[config.mk]
export PLATFORM = sky130hd
export DESIGN_NAME = pid_core_scheduler
export DESIGN_NICKNAME = d
export VERILOG_FILES = /design/src/rtl/pid_core_scheduler.sv
export SDC_FILE = /design/constraint.sdc
export NUM_CORES = 1
export LEC_CHECK = 0
export CAP_MARGIN = 0
export CORE_UTILIZATION = 46
export CTS_CLUSTER_DIAMETER = 120
export DETAILED_ROUTE_END_ITERATION = 7
export GPL_ROUTABILITY_DRIVEN = 0
export PLACE_DENSITY = 0.85
export SETUP_SLACK_MARGIN = 0.3
export SLEW_MARGIN = 10
export SYNTH_ARGS = -nofsm -noshare
export SYNTH_HDL_FRONTEND = slang
export SYNTH_SLANG_ARGS = --single-unit
[constraint.sdc]
create_clock -name clk -period 4.7 [get_ports clk]
set_input_delay 0.47 -clock clk [delete_from_list [all_inputs] [get_ports clk]]
set_output_delay 0.47 -clock clk [all_outputs]
set_load 0.01 [all_outputs]
[src/rtl/pid_core_scheduler.sv]
// pid_core_scheduler: round-robin scheduler sharing one PID core among NCH channels.
module pid_core_scheduler #(
   parameter int NCH     = 4,
   parameter int DW      = 8,
   parameter int TIMEOUT = 32
) (
   input  logic                   clk,
   input  logic                   rst,
   input  logic [NCH-1:0]         req,
   input  logic [NCH*DW-1:0]      sp_in,
   input  logic [NCH*DW-1:0]      fb_in,
   output logic [NCH-1:0]         ack,
   output logic [NCH-1:0]         err,
   output logic [NCH*DW-1:0]      ctrl_out,
   output logic                   busy,
   output logic                   core_start,
   output logic [$clog2(NCH)-1:0] core_ch,
   output logic [DW-1:0]          core_setpoint,
   output logic [DW-1:0]          core_feedback,
   input  logic                   core_done,
   input  logic [DW-1:0]          core_result
);
   localparam int CW = $clog2(NCH);
   localparam int TW = $clog2(TIMEOUT + 1);
   localparam logic [1:0] IDLE  = 2'd0;
   localparam logic [1:0] ISSUE = 2'd1;
   localparam logic [1:0] WAIT  = 2'd2;
   localparam logic [1:0] WB    = 2'd3;

   logic [1:0]        state_q, state_d;
   logic [CW-1:0]     last_q, last_d, ch_q, ch_d, gnt;
   logic [DW-1:0]     sp_q, sp_d, fb_q, fb_d;
   logic [TW-1:0]     cnt_q, cnt_d;
   logic [NCH-1:0]    ack_q, ack_d, err_q, err_d;
   logic [NCH*DW-1:0] ctrl_q, ctrl_d;
   logic              start_q, start_d, busy_q, busy_d, gnt_ok;

   always_comb begin
      state_d = state_q;
      last_d  = last_q;
      ch_d    = ch_q;
      sp_d    = sp_q;
      fb_d    = fb_q;
      cnt_d   = '0;
      ack_d   = '0;
      err_d   = err_q;
      ctrl_d  = ctrl_q;
      start_d = 1'b0;
      gnt_ok  = 1'b0;
      gnt     = '0;
      // search starts just past the last grant and wraps
      for (int i = 1; i <= NCH; i++) begin
         if (!gnt_ok && req[(int'(last_q) + i) % NCH]) begin
            gnt_ok = 1'b1;
            gnt    = CW'((int'(last_q) + i) % NCH);
         end
      end
      case (state_q)
         IDLE: if (gnt_ok) begin
            state_d = ISSUE;
            ch_d    = gnt;
            sp_d    = sp_in[int'(gnt)*DW +: DW];
            fb_d    = fb_in[int'(gnt)*DW +: DW];
            start_d = 1'b1;
         end
         ISSUE: state_d = WAIT;
         WAIT: if (core_done) begin
            ctrl_d[int'(ch_q)*DW +: DW] = core_result;
            err_d[ch_q] = 1'b0;
            ack_d[ch_q] = 1'b1;
            state_d     = WB;
         end else if (cnt_q == TW'(TIMEOUT - 1)) begin
            err_d[ch_q] = 1'b1;
            ack_d[ch_q] = 1'b1;
            state_d     = WB;
         end else begin
            cnt_d = cnt_q + TW'(1);
         end
         default: begin
            state_d = IDLE;
            last_d  = ch_q;
         end
      endcase
      busy_d = state_d != IDLE;
   end

   always_ff @(posedge clk) begin
      if (rst) begin
         state_q <= IDLE;
         last_q  <= CW'(NCH - 1);
         ch_q    <= '0;
         sp_q    <= '0;
         fb_q    <= '0;
         cnt_q   <= '0;
         ack_q   <= '0;
         err_q   <= '0;
         ctrl_q  <= '0;
         start_q <= 1'b0;
         busy_q  <= 1'b0;
      end else begin
         state_q <= state_d;
         last_q  <= last_d;
         ch_q    <= ch_d;
         sp_q    <= sp_d;
         fb_q    <= fb_d;
         cnt_q   <= cnt_d;
         ack_q   <= ack_d;
         err_q   <= err_d;
         ctrl_q  <= ctrl_d;
         start_q <= start_d;
         busy_q  <= busy_d;
      end
   end

   assign ack           = ack_q;
   assign err           = err_q;
   assign ctrl_out      = ctrl_q;
   assign busy          = busy_q;
   assign core_start    = start_q;
   assign core_ch       = ch_q;
   assign core_setpoint = sp_q;
   assign core_feedback = fb_q;
endmodule

==> results.cfg <==
[timing]
setup-violations-final = 0
fin_crit_sh = 0.5637
slew_headroom = 0.1692
fmax_mhz = 377.5
worstMarginPinSlew_ps = 1239
fin_worst_skew_ps = 5.988
tns_ps = 0
rsz0062_at_grt = no
hold_viol = 0
slew_violations = 0
period_needed_ps = 2649

[synthesis]
synth_most_common_cell = dfxtp_1
ys_seq_area_frac = 0.4199
synth_seq_cells = 70
yosys-top-cells-count = dfxtp_1, nor2_1, mux2i_1
avgSynthCellArea_um2 = 9.700
synth_edf_count = 0
yosys.area.top_type = dfxtp_1
synthesis.area_um2 = 3337
synth.area.top_cells = dfxtp_1, mux2i_1, a22oi_1, nor3b_1, nor2_1
yosysWarnings = 0
synth_top_area_share = 0.4199
syn_nets = 435
async_flop_share = 0
ys.flop_type = dfxtp_1
syn_inst = 344
synthDistinctLibCells = 43

[worst_hold_path]
worstHoldPathType = reg2reg
min_delay_path_depth = 1

[finish]
fin_nets = 565
drive_gt1_frac = 0.07307
area_growth_pct = 48.78
fillers = 545
antenna_cells = 0
utilization = 0.7188

[status]
outcome = finished clean

[global_route]
grt_overflow_total = 0
grt_use_met1 = 0.2751
met3_usage = 0.06635
grt.total_usage = 0.2359
grt_pass1_wl_um = 13920
grt_start_max_net_pins = 45
antenna_found_initial = 0
busiest_layer = met2
use_met2 = 0.4094
grt_pass1_vias = 3033

[clocking]
cts_setup_buffers = 0
cts-root-buf = clkbuf_8
htreeDepth = 3
post_cts_resized = 0
clkLatencyLatePin_ps = 340
cts.hold.buffers_added = 0
cts_tree = yes
clk_pin_slew_ps = 80
cts_buffers = 9
clock_path_buffers = 2
cts.sinks = 70

[drt]
drtIter0Drc = 173
ant_nets = 0
drtPass1Iterations = 4
wl_um = 8641
vias = 3086
viasPerCell = 5.367
drc = 0
drt-wirelength-per-cell_um = 15.03

[worst_setup_path]
crit_arrival_ps = 2820
r2r.worst_path.cells = 5
crit_required_ps = 4870
cp-start-kind = primary input
cp_max_fo = 34
end_kind = flip-flop
crit_type = in2reg

[place]
dpl.hpwl_um = 6395
port_buffers = 138

[power_and_ir_drop]
total_power_mw = 2.042
p_comb_frac = 0.341
switching_share = 0.3208
pwr-share-clk = 0.289
ir_drop_mv = 0.1960
seqPwrFrac = 0.370
switchingPower_uw = 655.2
p_int_mw = 1.387
power.leakage_nw = 1.866
p_per_area_nw_per_um2 = 411.3

[floorplan]
initial_core_util = 0.4832
coreArea_um2 = 6907
chipWidth_um = 87.17
io_pins = 139
dieArea_um2 = 7599
fp.dieH_um = 87.17
rows = 30

[job]
maxCapViolations = 0
==> power groups by stage <==
stage / combinational [mW] / sequential, mW / clock (mW)
2_1_floorplan: 0.391 / 0.790 / 0
3_3_place_gp: 0.683 / 0.766 / 0
3_5_place_dp: 0.697 / 0.767 / 0
4_1_cts: 0.700 / 0.756 / 0.599
5_1_grt: 0.750 / 0.767 / 0.630
6_report: 0.696 / 0.755 / 0.591
==> area by class of cell <==
cell class                 count  area, um^2  area share
clock buffer                   9       123.9     0.02495
clock inverter                 7       121.4     0.02445
inverter                       7       26.28    0.005292
multi-input combinational    246        1775      0.3576
sequential                    70        1401      0.2823
tap                           96       120.1     0.02419
timing repair buffer         140        1396      0.2813
==> state kept, by name (all words and copies together), names as in the netlist, named ones only <==
signal and cells:
core_start 1, state_q 2, last_q 2, cnt_q 6, ctrl_out 32, core_ch 2
ack 4, core_feedback 8, busy 1, core_setpoint 8
==> worst paths after layout <==
path	startpoint	slack [ps]	end
hold reg to reg	cnt_q[0]$_SDFF_PP0_	460	cnt_q[0]$_SDFF_PP0_
setup / recovery	req[1]	2050	core_setpoint[7]$_SDFFE_PP0P_
hold / removal	cnt_q[0]$_SDFF_PP0_	460	cnt_q[0]$_SDFF_PP0_
setup reg to reg	core_ch[0]$_SDFFE_PP0P_	2300	ctrl_out[14]$_SDFFE_PP0P_
==> placed cells by master (no fill, tap or decap), types with 3 or more instances in the layout <==
master	instances
clkbuf_8	9
nor2_1	41
inv_1	7
mux2i_1	34
nand2_2	3
a211oi_1	5
nor3b_1	30
and2_1	6
a22oi_1	32
o211ai_1	17
clkdlybuf4s50_1	138
bufinv_16	3
a21oi_1	7
dfxtp_1	70
ha_1	12
nand2_1	25
nand2b_1	3
==> worst max-delay path, stage by stage <==
cell and delay [ps]:
clkdlybuf4s50_1 480, nor2_1 240, o22ai_2 120, buf_4 250
o31ai_2 1040, o211ai_1 220
==> kinds of logic (layout without fill, tap and decap cells) <==
| logic type | count (synthesis) | after routing | synth area share |
|---|---|---|---|
| adders and majority gates | 12 | 12 | 0.04499 |
| xor gates and xnor gates | 4 | 4 | 0.01050 |
| DFF | 70 | 70 | 0.4199 |
| AOI/OAI and AO/OA | 72 | 72 | 0.1601 |
| buffers and inverters | 28 | 163 | 0.04874 |
| muxes | 34 | 34 | 0.1020 |
| and+or+nand+nor | 124 | 124 | 0.2137 |
==> per-stage QoR <==
step	cells	setup slack [ps]	cell area [um^2]	hold WS (ps)
detailed placement	559	1626	4718	443.3
floorplan	344	2719	3337	417.5
finish	575	2051	4965	455.0
global route	575	1855	4965	469.7
global placement	559	1707	4718	428.8
CTS	575	1996	4964	460.2
==> layer usage <==
| metal | wire length [um] | vias up |
|---|---|---|
| met5 | 0 | - |
| met4 | 148 | 0 |
| met3 | 657 | 13 |
| met2 | 4231 | 134 |
| met1 | 3603 | 1437 |
| li1 | - | 1502 |
Note: power is estimated with default switching activity, not from simulation.
